**config.mk**
```make
export PLATFORM = sky130hd
export DESIGN_NAME = irq_ctrl
export DESIGN_NICKNAME = d
export VERILOG_FILES = /design/src/rtl/irq_ctrl.sv
export SDC_FILE = /design/constraint.sdc
export NUM_CORES = 1
export LEC_CHECK = 0
export ABC_AREA = 1
export CAP_MARGIN = 20
export CORE_MARGIN = 4
export CORE_UTILIZATION = 41
export CTS_CLUSTER_SIZE = 8
export DETAILED_ROUTE_END_ITERATION = 10
export GPL_TIMING_DRIVEN = 0
export PLACE_DENSITY = 0.76
export SLEW_MARGIN = 20
export SYNTH_ARGS = -nofsm -noshare
export SYNTH_HDL_FRONTEND = slang
export SYNTH_SLANG_ARGS = --single-unit
```
**constraint.sdc**
```tcl
create_clock -name clk -period 1.08 [get_ports clk]
set_input_delay 0.216 -clock clk [delete_from_list [all_inputs] [get_ports clk]]
set_output_delay 0.216 -clock clk [all_outputs]
set_load 0.01 [all_outputs]
```
**src/rtl/irq_ctrl.sv**
```systemverilog
// Edge-triggered interrupt controller: latches rising edges of irq_in into a pending
// register, requests the lowest-index unmasked pending line, and tracks the handler.
module irq_ctrl #(
  parameter int N_IRQ = 4
) (
  input  logic             clk,
  input  logic             rst,
  input  logic [N_IRQ-1:0] irq_in,
  input  logic             mask_we,
  input  logic [N_IRQ-1:0] mask_wdata,
  input  logic             ir_en,
  input  logic             ir_ack,
  input  logic             eret,
  output logic             ir_req,
  output logic [2:0]       cause,
  output logic [N_IRQ-1:0] pending,
  output logic [N_IRQ-1:0] mask,
  output logic             busy
);

  typedef enum logic [1:0] {
    IDLE    = 2'd0,
    REQ     = 2'd1,
    SERVICE = 2'd2
  } state_e;

  state_e           state_q, state_d;
  logic [N_IRQ-1:0] prev_q, prev_d;
  logic [N_IRQ-1:0] pending_q, pending_d;
  logic [N_IRQ-1:0] mask_q, mask_d;
  logic [2:0]       cause_q, cause_d;
  logic             ir_req_q, ir_req_d;
  logic             busy_q, busy_d;
  logic [N_IRQ-1:0] rise_s;
  logic [N_IRQ-1:0] clr_s;
  logic [N_IRQ-1:0] elig_s;

  // Scan from the top so the lowest set index is the one that sticks.
  function automatic logic [2:0] lowest_idx(input logic [N_IRQ-1:0] v);
    logic [2:0] idx;
    idx = 3'd0;
    for (int i = N_IRQ - 1; i >= 0; i--) begin
      idx = v[i] ? 3'(i) : idx;
    end
    return idx;
  endfunction

  // Next-state, pending/mask update and registered output decode.
  always_comb begin
    rise_s   = irq_in & ~prev_q;
    elig_s   = pending_q & mask_q;
    prev_d   = irq_in;
    state_d  = state_q;
    cause_d  = cause_q;
    clr_s    = '0;
    mask_d   = mask_we ? mask_wdata : mask_q;

    case (state_q)
      IDLE: begin
        if (ir_en && (elig_s != '0)) begin
          state_d = REQ;
          cause_d = lowest_idx(elig_s);
        end else begin
          state_d = IDLE;
        end
      end
      REQ: begin
        if (ir_ack) begin
          state_d = SERVICE;
          for (int i = 0; i < N_IRQ; i++) begin
            clr_s[i] = (cause_q == 3'(i));
          end
        end else begin
          state_d = REQ;
        end
      end
      SERVICE: begin
        if (eret) begin
          state_d = IDLE;
        end else begin
          state_d = SERVICE;
        end
      end
      default: begin
        state_d = IDLE;
      end
    endcase

    // A fresh edge on the line being acknowledged keeps its pending bit set.
    pending_d = (pending_q & ~clr_s) | rise_s;
    ir_req_d  = (state_d == REQ);
    busy_d    = (state_d == SERVICE);
  end

  // State and output registers with synchronous reset.
  always_ff @(posedge clk) begin
    if (rst) begin
      state_q   <= IDLE;
      prev_q    <= '0;
      pending_q <= '0;
      mask_q    <= '0;
      cause_q   <= 3'd0;
      ir_req_q  <= 1'b0;
      busy_q    <= 1'b0;
    end else begin
      state_q   <= state_d;
      prev_q    <= prev_d;
      pending_q <= pending_d;
      mask_q    <= mask_d;
      cause_q   <= cause_d;
      ir_req_q  <= ir_req_d;
      busy_q    <= busy_d;
    end
  end

  assign ir_req  = ir_req_q;
  assign busy    = busy_q;
  assign cause   = cause_q;
  assign pending = pending_q;
  assign mask    = mask_q;

endmodule

```
==> impl_metrics.prom <==
# TYPE chip_impl_metric gauge
chip_impl_info{name="outcome",value="completed"} 1
chip_impl_metric{name="final_count_of_hold_timing_violations",unit=""} 0
chip_impl_metric{name="seq_area",unit="µm²"} 374
chip_impl_metric{name="ys.warnings.count",unit=""} 0
chip_impl_metric{name="layout-drive-gt1-share",unit="%"} 40.3
chip_impl_metric{name="fmaxAchievable",unit="MHz"} 971
chip_impl_metric{name="area_growth_syn_to_layout",unit="%"} 48.4
chip_impl_metric{name="globalRoute.totalOverflow",unit=""} 0
chip_impl_metric{name="drt_drc_violations_left",unit=""} 0
chip_impl_metric{name="crit_buf_inv",unit=""} 1
chip_impl_metric{name="placementRows",unit=""} 14
chip_impl_metric{name="synthesis.nets",unit=""} 100
chip_impl_metric{name="synthCells",unit=""} 86
chip_impl_metric{name="detail_route.vias_per_cell",unit=""} 4.73
chip_impl_metric{name="fillerInstances",unit=""} 135
chip_impl_metric{name="tritoncts.num_buffers",unit=""} 3
chip_impl_metric{name="irDropWorstVdd",unit="mV"} 1.14
chip_impl_metric{name="gr_usage_total",unit="%"} 12.3
chip_impl_metric{name="detail_route.wl_per_cell",unit="µm"} 11.0
chip_impl_info{name="synth.top_cells.by_area",value="sky130_fd_sc_hd__dfxtp_1 (51%), sky130_fd_sc_hd__nand3_1 (7.8%), sky130_fd_sc_hd__nor2_1 (5.9%)"} 1
chip_impl_metric{name="ys_ff_latch",unit=""} 18
chip_impl_metric{name="max-clock-path-buffers",unit=""} 2
chip_impl_metric{name="fp.dieArea",unit="µm²"} 2440
chip_impl_metric{name="dpl-instance-area",unit="µm²"} 973
chip_impl_metric{name="die_width",unit="µm"} 49.4
chip_impl_metric{name="routabilityCongestion",unit=""} 0.716
chip_impl_info{name="highest_delay_cell_along_the_critical_path",value="sky130_fd_sc_hd__clkdlybuf4s50_1"} 1
chip_impl_info{name="endpoint_kind",value="register"} 1
chip_impl_metric{name="port_buffers",unit=""} 25
chip_impl_metric{name="timing.final.max_slew_violations",unit=""} 0
chip_impl_metric{name="sequential_area_share_after_synthesis",unit="%"} 51.2
chip_impl_metric{name="num_antenna_cells",unit=""} 0
chip_impl_info{name="clock_tree_from_tritoncts",value="built"} 1
chip_impl_metric{name="yosys.cell_types.count",unit=""} 19
chip_impl_metric{name="design.core.area",unit="µm²"} 1560
chip_impl_metric{name="fin_worst_skew",unit="ps"} 3.62
chip_impl_metric{name="number_of_search_and_repair_iterations_in_the_first_detailed_routing_pass",unit=""} 4
chip_impl_info{name="hold_path.startpoint",value="prev_q[1]"} 1
chip_impl_metric{name="p_per_area",unit="nW/µm²"} 1280
chip_impl_metric{name="clk_pin_slew_worst_paths",unit="ps"} 90
chip_impl_metric{name="placedCellCount",unit=""} 127
chip_impl_metric{name="setup_viol",unit=""} 0
chip_impl_metric{name="detail-route-antenna-nets",unit=""} 0
chip_impl_metric{name="nNetsFinal",unit=""} 140
chip_impl_metric{name="critPathRequiredTime",unit="ps"} 1270
chip_impl_metric{name="floorplan.initialDensity",unit="%"} 45.1
chip_impl_metric{name="max-cap-violations",unit=""} 0
chip_impl_metric{name="multi_input_comb_area",unit="µm²"} 309
chip_impl_info{name="min_to",value="pending[1]"} 1
chip_impl_metric{name="totalNegativeSetupSlack",unit="ps"} 0
chip_impl_metric{name="path_max_fanout",unit=""} 3
chip_impl_metric{name="cts.sinks",unit=""} 18
chip_impl_info{name="synthDominantAreaCellType",value="sky130_fd_sc_hd__dfxtp_1"} 1
chip_impl_metric{name="antenna_found_initial",unit=""} 0
chip_impl_info{name="critical-path-top-cell-by-count",value="sky130_fd_sc_hd__nor2_1"} 1
chip_impl_metric{name="utilization",unit="%"} 66.9
chip_impl_info{name="cp-start-kind",value="primary input"} 1
chip_impl_metric{name="h_tree_levels",unit=""} 1
chip_impl_metric{name="chipHeight",unit="µm"} 49.4
chip_impl_metric{name="layout_min_cycle_time",unit="ps"} 1030
chip_impl_metric{name="postLayoutCellArea",unit="µm²"} 1040
chip_impl_metric{name="netlist_area",unit="µm²"} 703
chip_impl_metric{name="power",unit="mW"} 1.33
chip_impl_metric{name="first_global_vias",unit=""} 573
chip_impl_info{name="grt_setup_unrepaired",value="yes"} 1
chip_impl_metric{name="hpwlAfterDp",unit="mm"} 1.10
chip_impl_metric{name="wirelength",unit="mm"} 1.54
chip_impl_metric{name="ff2ff_setup_slack",unit="ps"} 70
chip_impl_info{name="worstReg2RegStart",value="state_q[1]"} 1
chip_impl_info{name="worstReg2RegEnd",value="pending[3]"} 1
chip_impl_metric{name="arrival",unit="ps"} 1220
chip_impl_metric{name="io-pin-count",unit=""} 27
chip_impl_metric{name="worstRegToRegCells",unit=""} 6
chip_impl_metric{name="timing.final.ws_setup",unit="ps"} 50.4
chip_impl_metric{name="hold_depth",unit=""} 1
chip_impl_metric{name="cellLeakagePower",unit="nW"} 0.499
chip_impl_info{name="cts-root-buf",value="sky130_fd_sc_hd__clkbuf_4"} 1
chip_impl_metric{name="synth_area_per_cell",unit="µm²"} 8.18
chip_impl_metric{name="worst_path_largest_cell_delay",unit="ps"} 500
chip_impl_metric{name="final.hold.worst_slack",unit="ps"} 401
chip_impl_info{name="timing.hold.worst.class",value="reg -> reg"} 1
chip_impl_metric{name="grt_start_max_net_pins",unit=""} 11
chip_impl_metric{name="synthDominantCellAreaShare",unit="%"} 51.2
chip_impl_metric{name="num_vias",unit=""} 662
chip_impl_info{name="timing.critical_path.cells",value="clkdlybuf4s50_1 -> nor3b_2 -> o21ai_4 -> nor2_1 -> nor2_1"} 1
chip_impl_metric{name="finalCritPeriodShare",unit="%"} 95.3
chip_impl_metric{name="drt-initial-drc-count",unit=""} 5
chip_impl_metric{name="clock_insertion_delay_worst_skew",unit="ps"} 290
chip_impl_metric{name="global_route_wire_length_before_repair",unit="mm"} 2.32
chip_impl_info{name="cp_top_family",value="buffers and inverters"} 1
chip_impl_metric{name="stdcell_count",unit=""} 140
chip_impl_metric{name="detailedPlace.worstSlack",unit="ps"} -205
chip_impl_info{name="timing_worst_setup_path_type",value="in -> reg"} 1
cell families after synthesis:
| logic type | after synthesis | share of synthesized area (%) |
|---|---|---|
| AOI/OAI and AO/OA | 15 | 12.8 |
| buffers and inverters | 12 | 7.47 |
| DFF | 18 | 51.2 |
| other | 1 | 0.533 |
| and+or+nand+nor | 40 | 27.9 |
synthesized netlist by cell type, drive strengths merged:
| master | instances |
|---|---|
| nor3b | 1 |
| nand2 | 13 |
| a21oi | 3 |
| nor3 | 1 |
| nand3 | 13 |
| inv | 10 |
| o21ai | 9 |
| o21a | 2 |
| nor2 | 12 |
| conb | 1 |
| buf | 2 |
| a21boi | 1 |
| dfxtp | 18 |
area by class of cell:
cell class	count	share of cell area, %
Inverter	10	3.60
Clock buffer	3	2.16
Multi-Input combinational cell	56	29.6
Tap cell	16	1.92
Sequential cell	18	35.9
Buffer	2	1.44
Timing Repair Buffer	35	25.4
cells in the final DEF (no fill, tap or decap):
| cell type | n |
|---|---|
| sky130_fd_sc_hd__clkdlybuf4s50_1 | 13 |
| sky130_fd_sc_hd__buf_4 | 12 |
| sky130_fd_sc_hd__nand3_1 | 11 |
| sky130_fd_sc_hd__nor2_1 | 11 |
| sky130_fd_sc_hd__dfxtp_2 | 11 |
| sky130_fd_sc_hd__buf_2 | 10 |
| sky130_fd_sc_hd__nand2_1 | 9 |
| sky130_fd_sc_hd__inv_1 | 9 |
| sky130_fd_sc_hd__dfxtp_1 | 7 |
| sky130_fd_sc_hd__nand2_2 | 4 |
| sky130_fd_sc_hd__o21ai_0 | 3 |
| sky130_fd_sc_hd__a21oi_1 | 3 |
| sky130_fd_sc_hd__o21ai_1 | 3 |
| sky130_fd_sc_hd__clkbuf_4 | 3 |
| sky130_fd_sc_hd__nand3_2 | 2 |
| sky130_fd_sc_hd__o21ai_2 | 2 |
| sky130_fd_sc_hd__o21a_1 | 2 |
| sky130_fd_sc_hd__clkbuf_2 | 2 |
| sky130_fd_sc_hd__inv_2 | 1 |
| sky130_fd_sc_hd__nor2_4 | 1 |
| sky130_fd_sc_hd__nor3_1 | 1 |
| sky130_fd_sc_hd__nor3b_2 | 1 |
| sky130_fd_sc_hd__o21ai_4 | 1 |
| sky130_fd_sc_hd__a21boi_0 | 1 |
| sky130_fd_sc_hd__conb_1 | 1 |
routing by layer:
metal / part of all wire [%] / up-vias / track usage (%)
li1: - / 354 / -
met1: 43 / 290 / 13.6
met2: 50 / 16 / 21.4
met3: 6.0 / 2 / 5.81
met4: 0.65 / 0 / 2.76
met5: 0 / - / 0
sequential cells by signal, indices dropped and copies added, names as in the netlist:
register,cells
mask,4
pending,4
cause,2
busy,1
ir_req,1
prev_q,4
state_q,2
what timing repair did:
| item | 4_1_cts | 5_1_grt |
|---|---|---|
| hold buffers | 0 | 0 |
| setup buffers | 10 | 0 |
| resized for setup | 45 | 16 |
| endpoints found under the setup margin | 12 | 14 |
| pin swaps | 0 | 1 |
where the power goes:
group / leakage (nW) / internal (mW) / switching, mW
sequential: 0.152 / 0.716 / 0.0236
clock: 0.0138 / 0.130 / 0.187
combinational: 0.333 / 0.147 / 0.129
worst max path at each step:
stage | start | slack (ps) | cells past startpoint | endpoint
2_1_floorplan | pending[3] | 190 | 5 | cause[0]
3_3_place_gp | ir_en | -220 | 5 | cause[0]
3_5_place_dp | ir_en | -200 | 5 | cause[0]
4_1_cts | pending[0] | 3 | 1 | pending[0]
5_1_grt | pending[1] | -10 | 7 | cause[0]
6_report | ir_en | 50 | 5 | cause[0]
Note: power is estimated with default switching activity, not from simulation.
